<file path="src/rtl/pueo_leveltwo_gen2.sv">
// Level-two trigger former: masked per-TIO L1 bits -> per-polarity L2/LF/aux -> gated master trigger.
// Latency: trig_i captured on ce edge k gives trig_o on ce edge k+1 (one clk wide); meta_o delayed META_DELAY ce.
// Backpressure: none; requests that arrive during holdoff or dead are dropped and counted, never queued.
module pueo_leveltwo_gen2 #(
  parameter int NTIO         = 4,
  parameter int META_DELAY   = 1,
  parameter int HOLDOFF_BITS = 16
) (
  input  logic                    clk_i,
  input  logic                    rst_i,
  input  logic                    ce_i,
  input  logic [8*NTIO-1:0]       trig_i,
  input  logic [64*NTIO-1:0]      meta_i,
  input  logic [8*NTIO-1:0]       mask_i,
  input  logic                    run_i,
  input  logic                    dead_i,
  input  logic [HOLDOFF_BITS-1:0] holdoff_len_i,
  output logic                    trig_o,
  output logic [3:0]              trig_type_o,
  output logic [64*NTIO-1:0]      meta_o,
  output logic                    holdoff_o,
  output logic [31:0]             trig_count_o,
  output logic [15:0]             drop_count_o
);

  localparam int NHALF = NTIO / 2;

  localparam logic [1:0] ST_DISABLED = 2'd0;
  localparam logic [1:0] ST_ARMED    = 2'd1;
  localparam logic [1:0] ST_HOLDOFF  = 2'd2;

  localparam logic [HOLDOFF_BITS-1:0] CNT_ONE  = {{(HOLDOFF_BITS-1){1'b0}}, 1'b1};
  localparam logic [15:0]             DROP_MAX = 16'hFFFF;

  logic [8*NTIO-1:0]  w_masked;
  logic [1:0]         w_l2;
  logic [1:0]         w_lf;
  logic               w_aux;
  logic               w_q;
  logic               w_open;
  logic               w_fire;
  logic               w_drop;
  logic [64*NTIO-1:0] w_tap;

  logic [1:0]              r_l2;
  logic [1:0]              r_lf;
  logic                    r_aux;
  logic [64*NTIO-1:0]      r_dly [META_DELAY];
  logic [1:0]              r_state;
  logic [HOLDOFF_BITS-1:0] r_cnt;
  logic                    r_trig;
  logic [3:0]              r_type;
  logic [64*NTIO-1:0]      r_meta;
  logic [31:0]             r_trig_count;
  logic [15:0]             r_drop_count;

  assign w_masked = trig_i & ~mask_i;

  // Reduce the masked per-TIO bits into per-polarity L2/LF and a global aux.
  always_comb begin
    w_l2  = 2'b00;
    w_lf  = 2'b00;
    w_aux = 1'b0;
    for (int t = 0; t < NTIO; t++) begin
      if (t < NHALF) begin
        w_l2[0] = w_l2[0] | (|w_masked[8*t +: 6]);
        w_lf[0] = w_lf[0] | w_masked[8*t + 6];
      end else begin
        w_l2[1] = w_l2[1] | (|w_masked[8*t +: 6]);
        w_lf[1] = w_lf[1] | w_masked[8*t + 6];
      end
      w_aux = w_aux | w_masked[8*t + 7];
    end
  end

  // Stage-1 trigger register, advanced only on trigger-rate cycles.
  always_ff @(posedge clk_i) begin
    if (rst_i) begin
      r_l2  <= 2'b00;
      r_lf  <= 2'b00;
      r_aux <= 1'b0;
    end else if (ce_i) begin
      r_l2  <= w_l2;
      r_lf  <= w_lf;
      r_aux <= w_aux;
    end
  end

  // Metadata delay line; the whole bus shifts, so every TIO sees the same depth.
  always_ff @(posedge clk_i) begin
    if (rst_i) begin
      for (int i = 0; i < META_DELAY; i++) r_dly[i] <= '0;
    end else if (ce_i) begin
      r_dly[0] <= meta_i;
      for (int i = 1; i < META_DELAY; i++) r_dly[i] <= r_dly[i-1];
    end
  end

  assign w_tap = r_dly[META_DELAY-1];
  assign w_q   = |{r_aux, r_lf, r_l2};

  // A holdoff whose counter has expired behaves as armed on that same ce,
  // which is what makes holdoff_len_i=N re-open exactly N+1 ce after a trigger.
  assign w_open = (r_state == ST_ARMED) ||
                  ((r_state == ST_HOLDOFF) && (r_cnt == '0));
  assign w_fire = ce_i && run_i && w_q && !dead_i && w_open;
  assign w_drop = ce_i && run_i && w_q && !w_fire &&
                  ((r_state == ST_ARMED) || (r_state == ST_HOLDOFF));

  // Arm/holdoff state machine and holdoff counter; run_i=0 overrides everything.
  always_ff @(posedge clk_i) begin
    if (rst_i) begin
      r_state <= ST_DISABLED;
      r_cnt   <= '0;
    end else if (!run_i) begin
      r_state <= ST_DISABLED;
      r_cnt   <= '0;
    end else if (ce_i) begin
      if (w_fire) begin
        r_state <= ST_HOLDOFF;
        r_cnt   <= holdoff_len_i;
      end else begin
        case (r_state)
          ST_DISABLED: r_state <= ST_ARMED;
          ST_ARMED:    r_state <= ST_ARMED;
          ST_HOLDOFF: begin
            if (r_cnt != '0) begin
              r_cnt <= r_cnt - CNT_ONE;
            end else if (!dead_i) begin
              r_state <= ST_ARMED;
            end
          end
          default: r_state <= ST_DISABLED;
        endcase
      end
    end
  end

  // Master trigger pulse plus the type/metadata snapshot held until the next trigger.
  always_ff @(posedge clk_i) begin
    if (rst_i) begin
      r_trig <= 1'b0;
      r_type <= 4'b0000;
      r_meta <= '0;
    end else begin
      r_trig <= w_fire;
      if (w_fire) begin
        r_type <= {r_aux, |r_lf, r_l2[1], r_l2[0]};
        r_meta <= w_tap;
      end
    end
  end

  // Issued-trigger counter (wraps) and dropped-request counter (saturates).
  always_ff @(posedge clk_i) begin
    if (rst_i) begin
      r_trig_count <= 32'd0;
      r_drop_count <= 16'd0;
    end else begin
      if (w_fire) r_trig_count <= r_trig_count + 32'd1;
      if (w_drop && (r_drop_count != DROP_MAX)) r_drop_count <= r_drop_count + 16'd1;
    end
  end

  assign trig_o       = r_trig;
  assign trig_type_o  = r_type;
  assign meta_o       = r_meta;
  assign holdoff_o    = (r_state == ST_HOLDOFF);
  assign trig_count_o = r_trig_count;
  assign drop_count_o = r_drop_count;

endmodule

</file>
<file path="config.mk">
export PLATFORM = sky130hd
export DESIGN_NAME = pueo_leveltwo_gen2
export DESIGN_NICKNAME = d
export VERILOG_FILES = /design/src/rtl/pueo_leveltwo_gen2.sv
export SDC_FILE = /design/constraint.sdc
export NUM_CORES = 1
export LEC_CHECK = 0
export ABC_AREA = 1
export CAP_MARGIN = 20
export CORE_AREA = 2 2 250 252
export DETAILED_ROUTE_END_ITERATION = 8
export DIE_AREA = 0 0 252 254
export PLACE_DENSITY_LB_ADDON = 0.3
export SLEW_MARGIN = 5
export SYNTH_ARGS = -nofsm -noshare
export SYNTH_HDL_FRONTEND = slang
export SYNTH_SLANG_ARGS = --single-unit
</file>
<file path="constraint.sdc">
create_clock -name clk_i -period 12.74 [get_ports clk_i]
set_clock_uncertainty 0.2 [all_clocks]
set_input_delay 2.548 -clock clk_i [delete_from_list [all_inputs] [get_ports clk_i]]
set_output_delay 2.548 -clock clk_i [all_outputs]
set_load 0.03 [all_outputs]
</file>
# Word-level counts from Yosys, hierarchy flattened

Memories as Yosys holds them, arrays and structs flattened. A register that Yosys moved wholly into a read port is not among the register bits.
Index checks and enable logic that the tools add are counted.

Bits in registers: 76
Latch bits: 0
RAM bits: 256
ROM bits: 0
Input port bits: 341
Output and inout port bits: 310
Logic and storage cells: 70
Memories kept: 1

Memory list:

| name  | words | width | rd ports | clocked after memory_dff | write ports | line | RTL |
|---|---|---|---|---|---|---|---|
| r_dly | 1     | 256   | 1        | 1                        | 1           | 48   | `logic [64*NTIO-1:0] r_dly [META_DELAY];` |

Add/sub/neg operators: 3
$mul: 0
Div/mod/pow operators: 0
Order comparisons: 0
Equal/unequal tests: 5
Shifts and indexed selects: 0
Multiplexer cells: 14
Bitwise logic cells: 10
Reductions and logical operators: 28

Operators with widths:

| operator              | number |
|---|---|
| $mux 256              | 1 |
| $reduce_or 256->1     | 1 |
| $mux 16               | 3 |
| $add 32x1->32 const B | 1 |
| $and 32x32->32        | 1 |
| $not 32->32           | 1 |
| $reduce_or 6->1       | 4 |
| $add 16x1->16 const B | 1 |
| $logic_not 16->1      | 1 |
| $ne 16x16->1 const B  | 1 |
| $reduce_bool 16->1    | 1 |
| $sub 16x1->16 const B | 1 |
| $logic_and 1x1->1     | 8 |
| $or 1x1->1            | 7 |
| $mux 1                | 6 |
| $mux 2                | 3 |
| $reduce_and 3->1      | 2 |
| $reduce_or 2->1       | 3 |
| $reduce_or 5->1       | 1 |
| $pmux 2 s2            | 1 |
| $reduce_bool 2->1     | 2 |
| $ne 3x2->1 const B    | 1 |
| $ne 3x3->1 const B    | 1 |
| $eq 2x1->1 const B    | 1 |
| 5 further kinds       | 7 |

# Logic depth before layout (Yosys ltp)

Gate-level depths: netlist of run 1.

Depth after elaboration: 8
Gate-level depth with buffers: 13

# Least setup slack after synthesis of run 1

Ideal clock, no wire load.

Path kind: in2reg
Start: in rst_i
End: mem r_dly[0][0] (netlist bit), enable pin
Library setup time: 1.970 ns
Arrival time: 7.279 ns
Path slack: 3.291 ns
Stages: 4
Path through: buf_2 > clkinv_1 > clkbuf_1 > nand2_1

Longest elaborated chain between the ends: 4
Elaborated cells on any way between the ends: 6
Classes of those cells: 5 x mux; 1 x reduce/logical

RTL lines:

| element                      | line | RTL |
|---|---|---|
| start, declared              | 10   | `input logic rst_i,` |
| $mux 1                       | 91   | `if (rst_i) begin` |
| $mux 1 (implied by the code) | 94   | `r_dly[0] <= meta_i;` |
| $reduce_or 256->1 (no line)  | -    |  |
| $mux 1 (no line) (*)         | -    |  |
| end, declared                | 48   |  |

Mark *: on every way between the ends. The rest lies on a longest branch, timed or not.

# Worst setup path in the final report of run 1

Start: in rst_i
End: mem r_dly[0][100] (netlist bit), enable pin

The elaborated chain is that of the path after synthesis.

==> flow_metrics.tcl, run 1 <==
set metrics [dict create \
    post-cts-setup-buffers 0 \
    outcome "complete, no violations" \
    crit_arrival_ns 5.99 \
    synth_area_leaders "edfxtp_1 33%, dfxtp_1 28%, nor2_1 14%" \
    routabilityCongestion 0.875 \
    synth_nets 3051 \
    wire_per_inst_um 16.9 \
    synth.largest_area_cell "edfxtp_1" \
    fp.dieW_um 252 \
    synth_sequential_area_ratio_pct 61.1 \
    fillCellCount 5619 \
    setup_viol 0 \
    ys.warnings.count 0 \
    area_delta_synth_final_pct 38.8 \
    layout_setup_ws_ns 6.76 \
    grt_usage_pct 21.3 \
    clockBufferDepth 3 \
    reg2reg_from "r_cnt[4]$_SDFFE_PP0P_" \
    slew_headroom_pct 26.3 \
    hold_path.class "reg2reg" \
    timing.fmax_mhz 167 \
    required_ns 12.75 \
    clkLatencyLatePin_ns 0.59 \
    synth_cell_types 33 \
    power.leakage_nw 13.1 \
    syn_avg_cell_area_um2 8.68 \
    avgViaCountPerCell 4.63 \
    drive_gt1_share_pct 3.97 \
    cts.clk_slew.worst_paths_ns 0.06 \
    final-instance-count-excl-fill 4152 \
    rsz0062_at_grt "false" \
    cts-resized-gates 0 \
    dpl.hpwl_um 47100 \
    place_inst 4018 \
    post_cts_hold_buffer_count 0 \
    worst_pin_slew_ns 1.11 \
    worst_setup_path_start_kind "input port" \
    cts_sinks 588 \
    slew_violations 0 \
    worst-setup-path-type "in2reg" \
    cap_violations 0 \
    antenna_found_initial 18 \
    critPathLaunch "rst_i" \
    start_util_pct 38.3 \
    cts_max_level 3 \
    drtPass1Iterations 5 \
    hold_viol_final 0 \
    path_max_fanout 72 \
    ios 651 \
    io_buffers 650 \
    drtAntennaViolNets 0 \
    numCtsBuffers 67 \
    hold_path.startpoint "r_lf[0]$_SDFFE_PP0P_" \
    first_iter_violations 1227 \
    synth_area_mm2 0.0234 \
    nNetsFinal 3647 \
    r2r_slack_ns 9.05 \
    grt_max_degree 162 \
    whs_ns 0.270 \
    grt-ovfl-total 0 \
    grt_pass1_wl_um 105000 \
    crit_path_end_kind "register" \
    syn_inst 2703 \
    pre_cts_ws_ns 5.97 \
    tns_ns 0 \
    grt_pass1_vias 18300 \
    powerDensity_mw_per_mm2 132 \
    cts_tree "built" \
    drc 0 \
    multi_input_area_mm2 0.00701 \
    vias 19200 \
    synth_top_area_share_pct 32.8 \
    fp.dieArea_mm2 0.0640 \
    ctsRootBufferMaster "clkbuf_16" \
    wirelength_um 70200 \
    irDropWorstVdd_mv 0.0872 \
    ff_latch_area_mm2 0.0143 \
    min_period_ns 5.98 \
    power_mw 4.31 \
    row_count 91 \
    period_share_pct 46.9 \
    yosys_register_bits 588 \
    core_area_mm2 0.0613 \
    die_height_um 254 \
]
layout by cell type, fill, tap and decap left out, types with 4 or more instances in the layout:
master           count
nor2_2               5
nor2_1             876
nand2_4              4
diode_2              9
nor3_1              18
a21oi_1             54
clkdlybuf4s50_1    649
nand2_1            260
clkbuf_16           67
bufinv_16            5
nand3b_1             6
edfxtp_1           256
ha_1                 7
clkbuf_8             8
xnor2_1              9
o21ai_0            251
inv_1              348
clkbuf_1            22
buf_4               11
dfxtp_1            332
o22ai_1             16
nand4_1              7
xor2_1              21
o21ai_1             31
clkinv_2            10
nand3_1             56
final cells by class:
type | instances | share of cell area, %
Antenna cell | 9 | 0.0692
Timing Repair Buffer | 663 | 20.4
Clock inverter | 26 | 1.05
Tap cell | 790 | 3.04
Inverter | 351 | 4.11
Multi-Input combinational cell | 1628 | 21.6
Sequential cell | 588 | 44.1
Clock buffer | 97 | 5.74
worst max-delay path: stages:
cell and delay [ns]:
buf_2 0.66, inv_6 0.34, nand2_4 0.81, buf_4 0.62, buf_4 0.80
power breakdown:
group / total (mW) / switching [mW] / internal, mW
Combinational: 0.302 / 0.153 / 0.149
Clock: 1.93 / 0.795 / 1.14
Sequential: 2.07 / 0.0216 / 2.05
Total: 4.31 / 0.970 / 3.34
layer usage:
layer | GRT usage, % | routed length [um] | vias to the layer above
li1 | - | - | 9674
met2 | 35.9 | 34700 | 613
met3 | 6.27 | 5710 | 130
met1 | 25.4 | 27400 | 8788
met5 | 0 | 107 | -
met4 | 8.93 | 2240 | 16
Yosys cell counts (all sizes together):
library cell  number
clkinv             3
nand4              7
ha                 7
o22ai             16
nand3b             6
buf               53
nor2             882
nand3             57
dfxtp            332
xor2              21
nor3              19
edfxtp           256
nand2            266
clkbuf            83
a21oi             55
a221oi             1
o21ai            282
inv              348
xnor2              9
cell families after synthesis:
family	Yosys count	synth area share [%]
flip-flops	588	61.1
AND/OR/NAND/NOR	1237	20.7
AO/OA/AOI/OAI	354	7.67
XOR/XNOR	30	1.12
adder cells (fa/ha/maj)	7	0.373
buffers and inverters	487	9.00
final timing paths:
path | endpoint | cells past startpoint
setup / recovery | r_dly[0][100]$_SDFFCE_PN0P_ | 5
hold / removal | r_lf[0]$_SDFFE_PP0P_ | 2
setup reg to reg | meta_o[164]$_SDFFE_PP0P_ | 10
hold reg to reg | r_lf[0]$_SDFFE_PP0P_ | 2
flip-flops by register name, summed over array words and instances (netlist names), 4 cells and up:
signal,flops
drop_count_o,16
r_dly,256
meta_o,256
r_cnt,16
trig_type_o,4
trig_count_o,32
metrics by stage:
step / util (%) / cell area [um2]
finish: 53.1 / 32500
global route: 53.1 / 32500
CTS: 53.0 / 32500
detailed placement: 49.4 / 30300
global placement: 49.4 / 30300
floorplan: - / 23400
Note: power is estimated with default switching activity, not from simulation.
==> run 2: changes to the inputs <==
Settings changed: CORE_AREA 2 2 250 252 to 2 2 256 258, DIE_AREA 0 0 252 254 to 0 0 258 260.
Clock period 12.74 ns to 5.1 ns, I/O delays scaled along.
==> run 2 against run 1 <==
Worst setup slack lost 4.9 ns. Clock power increased to 2.6 times the previous value. Critical path depth is 2 lower. Cell area grew 1.2%. Highest routed layer unchanged.
==> flow_metrics.tcl, run 2 (same netlist as run 1, synthesis figures left out) <==
set metrics [dict create \
    ff_latch_area_mm2 0.0143 \
    die_height_um 260 \
    drc 0 \
    crit_arrival_ns 2.03 \
    power.leakage_nw 13.3 \
    final_util_pct 51.4 \
    cts_sinks 588 \
    row_count 93 \
    combinationalPowerShare_pct 7.0 \
    setup_viol 0 \
    area_delta_synth_final_pct 40.4 \
    rsz0062_at_grt "false" \
    drive_gt1_share_pct 4.55 \
    multi_input_area_mm2 0.00702 \
    slew_headroom_pct 45.7 \
    routabilityCongestion 0.878 \
    p_seq_share_pct 47.3 \
    fp.dieArea_mm2 0.0671 \
    grt_max_degree 155 \
    powerDensity_mw_per_mm2 333 \
    wire_per_inst_um 16.4 \
    core_area_mm2 0.0641 \
    grt_usage_pct 19.9 \
    crit_path_end_kind "output port" \
    outcome "complete, no violations" \
    numCtsBuffers 67 \
    worst-setup-path-type "reg2out" \
    required_ns 3.88 \
    fillCellCount 5887 \
    grt-ovfl-total 0 \
    hold_path.class "reg2reg" \
    drtPass1Iterations 5 \
    first_iter_violations 1082 \
    intPower_mw 8.48 \
    wirelength_um 69400 \
    switchingPower_mw 2.47 \
    grt_pass1_vias 18000 \
    io_buffers 650 \
    cts-resized-gates 0 \
    clockBufferDepth 3 \
    ctsRootBufferMaster "clkbuf_16" \
    irDropWorstVdd_mv 0.289 \
    hold_viol_final 0 \
    timing.fmax_mhz 307 \
    period_share_pct 63.8 \
    min_period_ns 3.25 \
    vias 19000 \
    p_clk_share_pct 45.7 \
    cap_violations 0 \
    worst_pin_slew_ns 0.815 \
    post_cts_hold_buffer_count 0 \
    clkLatencyLatePin_ns 0.61 \
    path_max_fanout 4 \
    cts_tree "built" \
    final_cell_mix "876 x nor2_1, 649 x clkdlybuf4s50_1, 348 x inv_1, 332 x dfxtp_1, 260 x nand2_1" \
    final_common_cell "nor2_1" \
    cts.clk_slew.worst_paths_ns 0.06 \
    slew_violations 0 \
    grt_pass1_wl_um 104000 \
    antenna_found_initial 15 \
    swShare_pct 22.6 \
    tns_ns 0 \
    nNetsFinal 3658 \
    drtAntennaViolNets 0 \
    avgViaCountPerCell 4.50 \
    fp.dieW_um 258 \
    cts_max_level 3 \
    dpl.hpwl_um 47000 \
    worst_setup_path_start_kind "register" \
    ios 651 \
    post-cts-setup-buffers 0 \
    start_util_pct 36.6 \
]
[run 2: cell types whose count changed in the layout (fill, tap and decap cells not counted), sizes merged]
cell and delta:
buf +11, clkbuf -11, clkinv +8, bufinv +2, clkinvlp +1, diode +1
inv -1
[run 2: area by class of cell]
cell class              count  area share, %
diodes                     10         0.0760
repair buffers            674           20.7
clock buffers              86           5.64
inverters                 351           4.06
clock inverters            36           1.41
multi-input cells        1628           21.3
flip-flops and latches    588           43.5
well taps                 855           3.25
[run 2: power groups by stage]
| stage | registers [mW] | clock network (mW) | logic [mW] |
|---|---|---|---|
| after floorplan | 5.33 | 0 | 0.284 |
| after global placement | 5.27 | 0 | 0.763 |
| after detailed placement | 5.28 | 0 | 0.770 |
| after CTS | 5.18 | 5.13 | 0.774 |
| after global routing | 5.20 | 5.31 | 0.842 |
| final | 5.18 | 5.01 | 0.764 |
[run 2: critical path: stages, from the launching register on]
cell and delay, ns:
dfxtp_1 0.33, inv_1 0.08, ha_1 0.31, clkdlybuf4s50_1 0.72
[run 2: through the flow]
step / hold WS, ns / total power [mW] / cells / area [um2] / setup slack [ns]
floorplan: 0.245 / 5.61 / 2703 / 23500 / 1.12
global placement: 0.260 / 6.04 / 4096 / 30600 / 1.39
detailed placement: 0.269 / 6.05 / 4096 / 30600 / 1.35
CTS: 0.269 / 11.1 / 4218 / 32900 / 1.77
global route: 0.289 / 11.3 / 4228 / 32900 / 1.76
finish: 0.268 / 11.0 / 4228 / 32900 / 1.85
[run 2: worst paths after layout]
check                                   from                            end  slack, ns  cells after the start
setup reg to reg       r_cnt[0]$_SDFFE_PP0P_  trig_count_o[11]$_SDFFE_PP0P_       2.31                     11
hold reg to reg   r_dly[0][93]$_SDFFCE_PN0P_        meta_o[93]$_SDFFE_PP0P_       0.27                      2
setup / recovery     r_state[0]$_SDFFE_PP0P_                      holdoff_o       1.85                      3
hold / removal    r_dly[0][93]$_SDFFCE_PN0P_        meta_o[93]$_SDFFE_PP0P_       0.27                      2
[run 2: per-layer routing]
layer / global-route usage (%) / share of wire [%] / wire (um)
met1: 23.0 / 40 / 27500
met2: 34.3 / 50 / 34600
met3: 5.58 / 7.0 / 4840
met4: 9.14 / 3.5 / 2460
met5: 0 / 0.091 / 63
